===== src/rtl/lock_pkg.sv =====
// Shared types and helpers for the keypad lock session controller.
package lock_pkg;

   localparam int DIGIT_W = 4;
   localparam logic [DIGIT_W-1:0] MAX_DIGIT = 4'd9;

   typedef enum logic [2:0] {
      ST_IDLE,
      ST_ENTRY,
      ST_UNLOCKED,
      ST_PROG,
      ST_LOCKOUT
   } state_e;

   // Packs four digits into a code word, first digit in the MSBs.
   function automatic logic [4*DIGIT_W-1:0] pack_code4(input logic [DIGIT_W-1:0] d0,
                                                       input logic [DIGIT_W-1:0] d1,
                                                       input logic [DIGIT_W-1:0] d2,
                                                       input logic [DIGIT_W-1:0] d3);
      return {d0, d1, d2, d3};
   endfunction

   // A keypad digit is usable only if it is a BCD value.
   function automatic logic digit_valid(input logic [DIGIT_W-1:0] d);
      return d <= MAX_DIGIT;
   endfunction

endpackage


===== src/rtl/lock_timer.sv =====
// Loadable down-counter shared by the entry timeout, relock and lockout phases.
// done_o is high while the count sits at zero; the count never wraps.
module lock_timer #(
   parameter int W = 10
) (
   input  logic         clk,
   input  logic         reset_n,
   input  logic         load_i,
   input  logic [W-1:0] load_val_i,
   output logic         done_o
);

   logic [W-1:0] cnt_q;
   logic [W-1:0] cnt_d;

   // Reload on request, otherwise count down and hold at zero.
   always_comb begin
      // NOTE: assign the default first so every path drives cnt_d and no latch is inferred.
      cnt_d = cnt_q;
      if (load_i) begin
         cnt_d = load_val_i;
      end else if (cnt_q != '0) begin
         cnt_d = cnt_q - W'(1);
      end
   end

   // Counter register.
   always_ff @(posedge clk or negedge reset_n) begin
      if (!reset_n) begin
         // NOTE: non-blocking assignments in clocked blocks so all flops update from pre-edge values.
         cnt_q <= '0;
      end else begin
         cnt_q <= cnt_d;
      end
   end

   assign done_o = (cnt_q == '0);

endmodule


===== src/rtl/lock_controller.sv =====
// Keypad lock session controller: collects digit entries, checks complete codes
// against a programmable code register, counts failures, enforces lockout,
// auto-relocks and lets an unlocked user reprogram the code.
module lock_controller
   import lock_pkg::*;
#(
   parameter int CODE_LEN       = 4,
   parameter int MAX_FAILS      = 3,
   parameter int LOCKOUT_CYCLES = 1000,
   parameter int RELOCK_CYCLES  = 500,
   parameter int ENTRY_TIMEOUT  = 200,
   parameter logic [CODE_LEN*DIGIT_W-1:0] DEFAULT_CODE = pack_code4(4'd4, 4'd3, 4'd2, 4'd1)
) (
   input  logic                             clk,
   input  logic                             reset_n,
   input  logic [DIGIT_W-1:0]               digit_in,
   input  logic                             load,
   input  logic                             lock_req,
   input  logic                             prog_req,
   output logic                             unlocked,
   output logic                             locked_out,
   output logic                             fail_pulse,
   output logic                             prog_active,
   output logic [$clog2(MAX_FAILS+1)-1:0]   fail_count
);

   localparam int CODE_W   = CODE_LEN * DIGIT_W;
   localparam int FAIL_W   = $clog2(MAX_FAILS + 1);
   localparam int CNT_W    = $clog2(CODE_LEN + 1);
   localparam int MAX_TIME = (LOCKOUT_CYCLES > RELOCK_CYCLES)
                             ? ((LOCKOUT_CYCLES > ENTRY_TIMEOUT) ? LOCKOUT_CYCLES : ENTRY_TIMEOUT)
                             : ((RELOCK_CYCLES > ENTRY_TIMEOUT) ? RELOCK_CYCLES : ENTRY_TIMEOUT);
   localparam int TIMER_W  = $clog2(MAX_TIME + 1);

   state_e              state_q, state_d;
   logic [CODE_W-1:0]   buf_q, buf_d;
   logic [CNT_W-1:0]    cnt_q, cnt_d;
   logic                bad_q, bad_d;
   logic [CODE_W-1:0]   code_q, code_d;
   logic [FAIL_W-1:0]   fail_cnt_q, fail_cnt_d;
   logic                fail_pulse_d;
   logic                unlocked_q, locked_out_q, fail_pulse_q, prog_active_q;

   logic                load_taken;
   logic                timer_load;
   logic [TIMER_W-1:0]  timer_val;
   logic                timer_done;

   logic [CODE_W-1:0]   buf_shift;
   logic                last_digit;
   logic                digit_ok;

   assign buf_shift  = {buf_q[CODE_W-DIGIT_W-1:0], digit_in};
   assign last_digit = (cnt_q == CNT_W'(CODE_LEN - 1));
   assign digit_ok   = digit_valid(digit_in);

   // Session FSM: next state, entry buffer, code register and fail bookkeeping.
   always_comb begin
      state_d      = state_q;
      buf_d        = buf_q;
      cnt_d        = cnt_q;
      bad_d        = bad_q;
      code_d       = code_q;
      fail_cnt_d   = fail_cnt_q;
      fail_pulse_d = 1'b0;
      load_taken   = 1'b0;

      case (state_q)
         ST_IDLE, ST_ENTRY: begin
            if (load) begin
               // IDLE always holds an empty buffer, so the first digit uses the same path.
               load_taken = 1'b1;
               buf_d      = buf_shift;
               cnt_d      = cnt_q + CNT_W'(1);
               bad_d      = bad_q | ~digit_ok;
               state_d    = ST_ENTRY;
               if (last_digit) begin
                  if (!bad_d && (buf_d == code_q)) begin
                     state_d    = ST_UNLOCKED;
                     fail_cnt_d = '0;
                  end else begin
                     fail_pulse_d = 1'b1;
                     if (fail_cnt_q != FAIL_W'(MAX_FAILS)) begin
                        fail_cnt_d = fail_cnt_q + FAIL_W'(1);
                     end
                     state_d = (fail_cnt_d == FAIL_W'(MAX_FAILS)) ? ST_LOCKOUT : ST_IDLE;
                  end
               end
            end else if ((state_q == ST_ENTRY) && timer_done) begin
               state_d = ST_IDLE;
            end
         end

         ST_UNLOCKED: begin
            if (lock_req || timer_done) begin
               state_d = ST_IDLE;
            end else if (prog_req) begin
               state_d = ST_PROG;
            end
         end

         ST_PROG: begin
            if (lock_req) begin
               state_d = ST_IDLE;
            end else if (load) begin
               load_taken = 1'b1;
               if (!digit_ok) begin
                  state_d = ST_UNLOCKED;
               end else begin
                  buf_d = buf_shift;
                  cnt_d = cnt_q + CNT_W'(1);
                  if (last_digit) begin
                     code_d  = buf_shift;
                     state_d = ST_UNLOCKED;
                  end
               end
            end else if (timer_done) begin
               state_d = ST_UNLOCKED;
            end
         end

         ST_LOCKOUT: begin
            if (timer_done) begin
               state_d    = ST_IDLE;
               fail_cnt_d = '0;
            end
         end

         default: state_d = ST_IDLE;
      endcase

      // Any partial entry is discarded once we leave the collecting states.
      if ((state_d != ST_ENTRY) && (state_d != ST_PROG)) begin
         buf_d = '0;
         cnt_d = '0;
         bad_d = 1'b0;
      end
   end

   // Timer reload on every state change and every accepted digit.
   always_comb begin
      timer_load = load_taken || (state_d != state_q);
      case (state_d)
         ST_ENTRY, ST_PROG: timer_val = TIMER_W'(ENTRY_TIMEOUT - 1);
         ST_UNLOCKED:       timer_val = TIMER_W'(RELOCK_CYCLES - 1);
         ST_LOCKOUT:        timer_val = TIMER_W'(LOCKOUT_CYCLES - 1);
         default:           timer_val = '0;
      endcase
   end

   lock_timer #(
      .W (TIMER_W)
   ) u_timer (
      .clk        (clk),
      .reset_n    (reset_n),
      .load_i     (timer_load),
      .load_val_i (timer_val),
      .done_o     (timer_done)
   );

   // State, datapath and registered outputs.
   always_ff @(posedge clk or negedge reset_n) begin
      if (!reset_n) begin
         state_q       <= ST_IDLE;
         buf_q         <= '0;
         cnt_q         <= '0;
         bad_q         <= 1'b0;
         // NOTE: the code register is reset on purpose so a reset always restores the factory code.
         code_q        <= DEFAULT_CODE;
         fail_cnt_q    <= '0;
         unlocked_q    <= 1'b0;
         locked_out_q  <= 1'b0;
         fail_pulse_q  <= 1'b0;
         prog_active_q <= 1'b0;
      end else begin
         state_q       <= state_d;
         buf_q         <= buf_d;
         cnt_q         <= cnt_d;
         bad_q         <= bad_d;
         code_q        <= code_d;
         fail_cnt_q    <= fail_cnt_d;
         unlocked_q    <= (state_d == ST_UNLOCKED) || (state_d == ST_PROG);
         locked_out_q  <= (state_d == ST_LOCKOUT);
         fail_pulse_q  <= fail_pulse_d;
         prog_active_q <= (state_d == ST_PROG);
      end
   end

   assign unlocked    = unlocked_q;
   assign locked_out  = locked_out_q;
   assign fail_pulse  = fail_pulse_q;
   assign prog_active = prog_active_q;
   assign fail_count  = fail_cnt_q;

endmodule


===== config.mk =====
export PLATFORM = sky130hd
export DESIGN_NAME = lock_controller
export DESIGN_NICKNAME = d
export VERILOG_FILES = /design/src/rtl/lock_pkg.sv /design/src/rtl/lock_timer.sv /design/src/rtl/lock_controller.sv
export SDC_FILE = /design/constraint.sdc
export NUM_CORES = 1
export LEC_CHECK = 0
export BUFFER_PORTS_ARGS = -buffer_cell sky130_fd_sc_hd__buf_2
export CAP_MARGIN = 15
export CORE_ASPECT_RATIO = 1.2
export CORE_MARGIN = 8
export CORE_UTILIZATION = 45
export DETAILED_ROUTE_END_ITERATION = 12
export PLACE_DENSITY_LB_ADDON = 0.2
export SYNTH_ARGS = -nofsm -noshare
export SYNTH_HDL_FRONTEND = slang
export SYNTH_SLANG_ARGS = --single-unit

===== constraint.sdc =====
create_clock -name clk -period 2.9 [get_ports clk]
set_clock_uncertainty 0.2 [all_clocks]
set_input_delay 0.29 -clock clk [delete_from_list [all_inputs] [get_ports clk]]
set_output_delay 0.29 -clock clk [all_outputs]
set_load 0.05 [all_outputs]

# Word level (Yosys, flattened, before mapping)
# Cells that the tools add are included.
[totals]
ff_bits = 51
in_bits = 9
output_inout_bits = 6
wordCells = 110
[classes]
n_addsub = 3
n_lt_le_gt_ge = 1
n_eq_ne = 22
muxes = 49
bitwise_logic = 3
reduce_logical = 21
[op_table]
columns = ["op", "count"]
rows = [
  ["$mux 12", 5],
  ["$mux 3", 18],
  ["$pmux 10 s3", 1],
  ["$pmux 12 s2", 1],
  ["$mux 10", 2],
  ["$mux 2", 9],
  ["$eq 16x16->1", 1],
  ["$eq 3x2->1 const B", 5],
  ["$ne 3x3->1 const B", 4],
  ["$pmux 3 s4", 1],
  ["$logic_not 10->1", 1],
  ["$reduce_and 5->1", 2],
  ["$reduce_bool 10->1", 1],
  ["$sub 10x1->10 const B", 1],
  ["$mux 1", 9],
  ["$ne 2x2->1 const B", 4],
  ["$reduce_bool 2->1", 4],
  ["$eq 3x1->1 const B", 2],
  ["$eq 3x3->1 const B", 2],
  ["$pmux 3 s2", 1],
  ["$le 4x4->1 const B", 1],
  ["$pmux 2 s2", 1],
  ["$reduce_and 4->1", 1],
  ["$reduce_or 2->1", 2],
  ["15 further kinds", 20],
]

# Depth between registers and ports, before layout
# Gate-level depths: netlist of the first run.
[depth]
word_depth = 19
depth_mapped = 11
mapped_depth_nobuf = 9

# Modules after synthesis
# A second synthesis of the first run with hierarchy kept.
[hier_totals]
cells_unflattened = 249
hier_area_um2 = 2722.6
[by_module_without_submodules]
columns = ["mod", "instances", "cells_each", "area_each_um2"]
rows = [
  ["lock_controller", 1, 181, 2102.0],
  ["lock_timer", 1, 68, 620.6],
]

# Worst setup path after synthesis of the first run
# No wires, ideal clock.
[synth_timing]
path_kind = "flip-flop to flip-flop"
startpoint = "register u_timer.cnt_q[6]"
endpoint = "register u_timer.cnt_q[6]"
setup_ns = 0.095
arrival_ns = 2.323
slack_ns = 0.281
stages_incl_launch_ff = 9
period_less_slack_ns = 2.619
cell_sequence = "dfrtp_1 or4_4 or4_4 buf_6 or3_1 o211ai_2 buf_6 o21ai_2 o31ai_1"
[synth_between]
elab_chain_len = 9
[synth_rtl]
columns = ["item", "line", "text"]
rows = [
  ["from (decl)", "lock_timer.sv:13", "logic [W-1:0] cnt_q;"],
  ["from (signal assigned)", "lock_timer.sv:33", "cnt_q <= cnt_d;"],
  ["$logic_not 10->1", "lock_timer.sv:37", "assign done_o = (cnt_q == '0);"],
  ["$mux 3 / $logic_and 1x1->1 (equally long branches)", "lock_controller.sv:117, lock_controller.sv:89", ""],
  ["$mux 3 (on tied branches)", "lock_controller.sv:105, lock_controller.sv:89", ""],
  ["$mux 3 (on tied branches)", "lock_controller.sv:103, lock_controller.sv:70", ""],
  ["$pmux 3 s4", "lock_controller.sv:68", "case (state_q)"],
  ["$eq 3x2->1 / $eq 3x1->1 (equally long branches)", "lock_controller.sv:143", "case (state_d)"],
  ["$reduce_or 2->1", "lock_controller.sv:143", ""],
  ["$pmux 10 s3", "lock_controller.sv:143", ""],
  ["$mux 10", "lock_timer.sv:20", "if (load_i) begin"],
]
# Several ways; a longest one is shown, not always the timed one. The select of a mux whose other input is x is not followed.
# A chain may end at the register's enable or synchronous reset.

# Worst setup path after layout of the first run
[layout_timing]
startpoint = "register u_timer.cnt_q[6]"
endpoint = "register u_timer.cnt_q[5]"
# Same word-level chain as after synthesis.

==> results.cfg, run 1 <==
[synth]
synth_top_area_share_pct = 43.8
syn_area_mm2 = 0.00263
synth_seq_area_share_pct = 48.8
synth_ff_type = dfrtp_1
avgSynthCellArea_um2 = 9.92
yosys.area.top_type = dfrtp_1
synthCells = 265
synth_nets = 277
synthTopCellsByArea = dfrtp_1, nor2_1, dfstp_2
synth_edf_count = 0
ys_types = 51
ys_warn_count = 0
ys_async_sr_fraction_pct = 100
synth-seq-cells = 51

[place]
post-dp-hpwl_um = 3850
port_buffers = 14
place_congestion = 0.846

[route]
firstDrtPassIters = 4
routed_wl_um = 5250
viasPerCell = 5.28
via_count = 1921
drt-initial-drc-count = 147
drc = 0
antenna_left = 0
post_drt_wl_per_cell_um = 14.4

[worst_setup_path]
end_kind = flop
required_ns = 2.87
reg2reg_depth = 6
crit_path_frequent_cell = or4_4
slowest_stage = or4_4
slowest_delay_ns = 0.60
r2r-end = u_timer.cnt_q[5]
r2r-start = u_timer.cnt_q[6]
crit_fanout = 13
crit_path_start = u_timer.cnt_q[6]
rrSetupSlack_ns = 0.15
path_cells = or4_4 > or4_4 > or3_1 > o211ai_2 > nand2b_1 > a21oi_1
cp-start-kind = flop
cp.depth = 6
path_delay_family = simple AND/OR/NAND/NOR gates
cp.arrival_ns = 2.72
crit_type = flop to flop
crit_end = u_timer.cnt_q[5]
path_buf_inv = 0

[floorplan]
die_area_mm2 = 0.00855
core_mm2 = 0.00567
ioPinCount = 15
start_util_pct = 46.4
die_x_um = 85.8
num_rows = 30
die_h_um = 99.7

[grt]
grt_max_degree = 30
grt_pass1_vias = 2029
gr-usage-all-layers_pct = 13.3
grt_pass1_wl_um = 9240
antenna_found_initial = 0
grt-ovfl-total = 0

[timing]
timing.final.crit_share_pct = 94.7
rsz0062_at_grt = no
worst_pin_slew_ns = 0.541
setup_tns_ns = 0
finalSetupViolCount = 0
hold-worst-slack_ns = 0.0589
max_freq_mhz = 364
timing.final.crit_period_ns = 2.75
maxSlewViolCount = 0
slew_headroom_pct = 63.7
hold_violations = 0

[layout]
synthToLayoutAreaGrowth_pct = 9.90
fin_nets = 295
fin_util_pct = 51.0
drive_gt1_share_pct = 18.3
fill_cells = 539
antennaDiodeCount = 0

[pwr]
ir_drop_mv = 0.315
powerDensity_mw_per_mm2 = 723
p_leak_nw = 1.31

[job]
drv_cap = 0

[clocking]
htree_num_levels = 2
cts_tree = done
clockBufferDepth = 2
clk_pin_slew_ns = 0.09
cts_sinks = 51
clk_latency_ns = 0.30
root_buffer = clkbuf_8
cts_made_buffers = 5

[min_path]
hold_path.class = input pin to flop

[outcome]
status = finished, final reports clean
## placed cells by master, fill, tap and decap left out, types with 3 or more instances in the layout
cell	instances
dfrtp_1	46
nor2_1	43
a21oi_1	16
buf_2	14
nand2_1	13
inv_1	13
xnor2_1	12
o21ai_0	11
mux2_2	10
mux2i_1	8
nand3_1	7
buf_4	7
nand2b_1	5
xor2_1	5
clkbuf_8	5
dfstp_2	5
nor2b_1	4
o22ai_1	4
a22o_1	4
nor4_1	3
nor4bb_1	3
o31ai_1	3
ha_1	3
## report_power, final
group	switching [mW]	internal, mW
logic	0.426	0.294
clock network	0.222	0.170
registers	0.131	0.845
total	0.779	1.31
## layer usage
layer,global-route usage [%],share of wire (%)
met1,15.2,47
met2,23.1,48
met3,2.89,2.9
met4,6.08,1.8
met5,0,0
## state kept, by name, summed over array words and instances, names as in the netlist
name / count
code_q: 16
buf_q: 12
u_timer.cnt_q: 10
cnt_q: 3
state_q: 3
fail_count: 2
bad_q: 1
fail_pulse: 1
locked_out: 1
prog_active: 1
unlocked: 1
## final cells by class
cell class | count | area (µm²) | share of cell area, %
inverter | 15 | 56.3 | 1.95
multi-input combinational | 188 | 1240 | 42.8
tap | 80 | 100 | 3.46
clock buffer | 7 | 76.3 | 2.64
timing repair buffer | 22 | 133 | 4.59
sequential | 51 | 1280 | 44.4
clock inverter | 1 | 5.00 | 0.173
## cells by family (layout without fill, tap and decap cells)
logic type                 after synthesis  in the layout  synth area share [%]
DFF                                     51             51                  48.8
muxes                                   18             18                  7.33
xor gates and xnor gates                17             17                  5.66
AOI/OAI and AO/OA                       62             62                  15.8
buffers and inverters                   26             45                  4.33
adders and majority gates                3              3                  1.43
and+or+nand+nor                         88             88                  16.6
## synthesized netlist by cell type, types with 3 or more instances
cell / n
nor2_1: 43
ha_1: 3
xor2_1: 5
nand2b_1: 5
a22o_1: 4
o22ai_1: 4
o31ai_1: 3
mux2_2: 10
nand3_1: 7
nand2_1: 13
o21ai_0: 11
dfrtp_1: 46
dfstp_2: 5
nor2b_1: 4
clkbuf_1: 6
nor4bb_1: 3
inv_1: 13
mux2i_1: 8
a21oi_1: 17
xnor2_1: 12
nor4_1: 3
## per-stage QoR
stage / instance area [µm²] / setup slack (ns) / total power, mW / std cells
after floorplan: 2630 / 0.281 / 1.54 / 265
after global placement: 2800 / 0.211 / 1.70 / 355
after detailed placement: 2800 / 0.163 / 1.71 / 355
after CTS: 2890 / 0.151 / 2.11 / 364
after global routing: 2890 / 0.0784 / 2.24 / 364
final: 2890 / 0.153 / 2.09 / 364
## worst register-to-register path, stage by stage (launching register included)
cell and delay [ns]:
dfrtp_1 0.40, or4_4 0.58, or4_4 0.60, or3_1 0.38
o211ai_2 0.21, nand2b_1 0.18, a21oi_1 0.06
## what timing repair did
| item | 4_1_cts | 5_1_grt |
|---|---|---|
| gates resized for setup | 0 | 0 |
| buffers inserted | 0 | 0 |
| hold buffers | 1 | 0 |
| endpoints found under the setup margin | 0 | 0 |
| endpoints found under the hold margin | 21 | 0 |
## worst min path at each step
stage | startpoint | end | slack [ns] | cells past startpoint
floorplan | reset_n | bad_q | -0.21 | 0
global placement | reset_n | code_q[15] | 0.09 | 1
detailed placement | reset_n | code_q[15] | 0.09 | 1
CTS | digit_in[0] | code_q[0] | 0.05 | 2
global route | digit_in[0] | code_q[0] | 0.06 | 2
finish | digit_in[0] | code_q[0] | 0.06 | 2
No activity file was read; power rests on OpenSTA's default activity.
==> run 2, diff against run 1 <==
--- a/config.mk
+++ b/config.mk
@@ -14,4 +14,5 @@
 export PLACE_DENSITY_LB_ADDON = 0.2
 export SYNTH_ARGS = -nofsm -noshare
 export SYNTH_HDL_FRONTEND = slang
+export SYNTH_HIERARCHICAL = 1
 export SYNTH_SLANG_ARGS = --single-unit
==> run 2 against run 1 <==
  * The run now ends with setup timing left
  * Design area rose by 15%
  * First-iteration DRC count shrank 37%
  * Final cell count increased by 1.9%
  * Fmax decreased by 6.0%
==> results.cfg, run 2 <==
[synth]
yosys.area.top_type = dfrtp_1
avgSynthCellArea_um2 = 10.9
synthTopCellsByArea = dfrtp_1, dfstp_2, mux2i_1
yosysMostFrequentCell = dfrtp_1
synth-seq-cells = 51
synth_top_area_share_pct = 42.3
synth_nets = 261
synthSimpleGateAreaFrac_pct = 18.2
ys_warn_count = 6
ys_async_sr_fraction_pct = 100
synth_top_family_by_area = simple AND/OR/NAND/NOR gates
synth_common_cells = dfrtp_1, nor2_1, mux2i_1, xor2_1
yosys.area_share.adder_pct = 1.38
syn_area_mm2 = 0.00272
synthCells = 249
synthMuxAreaShare_pct = 11.4
synth-compound-area-share_pct = 12.5
synth-xor-area-share_pct = 6.11
synth_seq_area_share_pct = 47.1
ys_types = 61
synth_edf_count = 0
synth_ff_type = dfrtp_1

[grt]
grt_pass1_wl_um = 9720
grt_pass1_vias = 2060
gr-usage-all-layers_pct = 14.0
antenna_found_initial = 0
grt_max_degree = 52
grt-ovfl-total = 0

[timing]
timing.final.crit_share_pct = 101
max_freq_mhz = 342
timing.final.crit_period_ns = 2.92
maxSlewViolCount = 0
finalSetupViolCount = 1
worst_slack_ns = -0.0223
hold_violations = 0
hold-worst-slack_ns = 0.0569
slew_headroom_pct = 45.6
rsz0062_at_grt = yes
worst_pin_slew_ns = 0.815

[worst_setup_path]
end_kind = flop
cp-start-kind = flop
cp.arrival_ns = 2.95
rrSetupSlack_ns = -0.02
crit_fanout = 5
crit_type = flop to flop
required_ns = 2.93
r2r-end = u_timer/cnt_q[6]
r2r-start = u_timer/cnt_q[1]
reg2reg_depth = 11

[layout]
fin_util_pct = 55.8
synthToLayoutAreaGrowth_pct = 21.7
largest_register_ffs = 16
fin_nets = 300
drive_gt1_share_pct = 31.8
fill_cells = 516
regMostFlops = code_q
fin_cells = 371
antennaDiodeCount = 0
final_common_cell = dfrtp_1
layout_common_cells = dfrtp_1, buf_4, nor2_1
top_regs = code_q (16), buf_q (12), u_timer/cnt_q (10)

[pwr]
pwr-share-comb_pct = 43.0
clock_power_share_pct = 20.3
p_leak_nw = 1.57
seq_power_share_pct = 36.7
ir_drop_mv = 0.452
powerDensity_mw_per_mm2 = 881
p_int_mw = 1.81
switching_share_pct = 38.0
p_sw_mw = 1.11

[clocking]
cts_sinks = 51
cts_tree = done
root_buffer = clkbuf_8
htree_num_levels = 2
clockBufferDepth = 2
clk_pin_slew_ns = 0.10
clk_latency_ns = 0.31
cts_made_buffers = 5

[place]
post-dp-hpwl_um = 4180
port_buffers = 14
place_congestion = 0.860
place_inst = 358

[floorplan]
die_x_um = 87.0
die_h_um = 101
die_area_mm2 = 0.00881
core_mm2 = 0.00593
num_rows = 31
ioPinCount = 15
start_util_pct = 45.9

[route]
drt-initial-drc-count = 93
post_drt_wl_per_cell_um = 16.1
firstDrtPassIters = 4
antenna_left = 0
viasPerCell = 5.44
drc = 0
routed_wl_um = 5990
via_count = 2018

[outcome]
failed_checks = setup timing
status = finished with violations

[min_path]
hold_depth = 2
hold_path.class = input pin to flop
hold-path-endpoint = code_q[0]
hold_start = digit_in[0]

[job]
drv_cap = 0
## run 2: final cells by class
class / count / area, µm² / area share, %
clock inverters: 3 / 67.6 / 2.04
clock buffers: 5 / 68.8 / 2.08
repair buffers: 41 / 279 / 8.42
inverters: 7 / 26.3 / 0.793
flip-flops and latches: 51 / 1280 / 38.7
well taps: 82 / 103 / 3.10
multi-input cells: 182 / 1490 / 44.9
## run 2: stage by stage
step / TNS (ns) / area [µm²] / worst slack, ns / total power, mW
after floorplan: 0 / 2740 / 0.00491 / 1.82
final: -0.0223 / 3310 / -0.0223 / 2.92
after CTS: 0 / 3170 / 0.0158 / 2.81
after global routing: -0.440 / 3310 / -0.127 / 3.10
after detailed placement: 0 / 3020 / 0.00931 / 2.20
after global placement: 0 / 3020 / 0.0486 / 2.18
## run 2: worst max path at each step
stage	from	endpoint
2_1_floorplan	u_timer/cnt_q[0]	u_timer/cnt_q[7]
3_3_place_gp	u_timer/cnt_q[0]	u_timer/cnt_q[7]
3_5_place_dp	u_timer/cnt_q[0]	u_timer/cnt_q[6]
4_1_cts	u_timer/cnt_q[0]	u_timer/cnt_q[6]
5_1_grt	u_timer/cnt_q[0]	u_timer/cnt_q[6]
6_report	u_timer/cnt_q[1]	u_timer/cnt_q[6]
## run 2: cell families (layout without fill, tap and decap cells)
family	after synthesis	after routing
fa+ha+maj	3	3
other cells	1	1
xor+xnor	19	19
compound gates	45	45
buf+inv	16	56
simple gates	85	85
flops	51	51
mux	29	29
## run 2: power by group through the flow
stage	Sequential, mW	Clock [mW]	Combinational, mW
after floorplan	1.13	0	0.687
after CTS	1.07	0.604	1.14
after global routing	1.10	0.629	1.37
after global placement	1.08	0	1.10
final	1.07	0.593	1.26
after detailed placement	1.08	0	1.12
## run 2: worst max-delay path: stages, from the launching register on
cell and delay (ns):
dfrtp_1 0.40, inv_2 0.07, ha_4 0.13, or3b_4 0.39, nor3_4 0.22, or3b_4 0.18
nor2_4 0.04, a2bb2oi_2 0.13, a211oi_2 0.19, o211ai_1 0.22, or4_1 0.58, o211ai_1 0.09
## run 2: metal layers
| layer | track usage, % | wire (µm) | vias to the layer above |
|---|---|---|---|
| li1 | - | - | 974 |
| met1 | 15.3 | 2550 | 995 |
| met2 | 25.8 | 3120 | 40 |
| met3 | 3.00 | 193 | 9 |
| met5 | 0 | 0 | - |
| met4 | 4.78 | 119 | 0 |
## run 2: repair_timing
item	4_1_cts	5_1_grt
endpoints found under the hold margin	46	0
gates resized for setup	0	23
buffers inserted	1	3
setup endpoints to repair	2	10
pin swaps	1	14
hold buffers	1	0
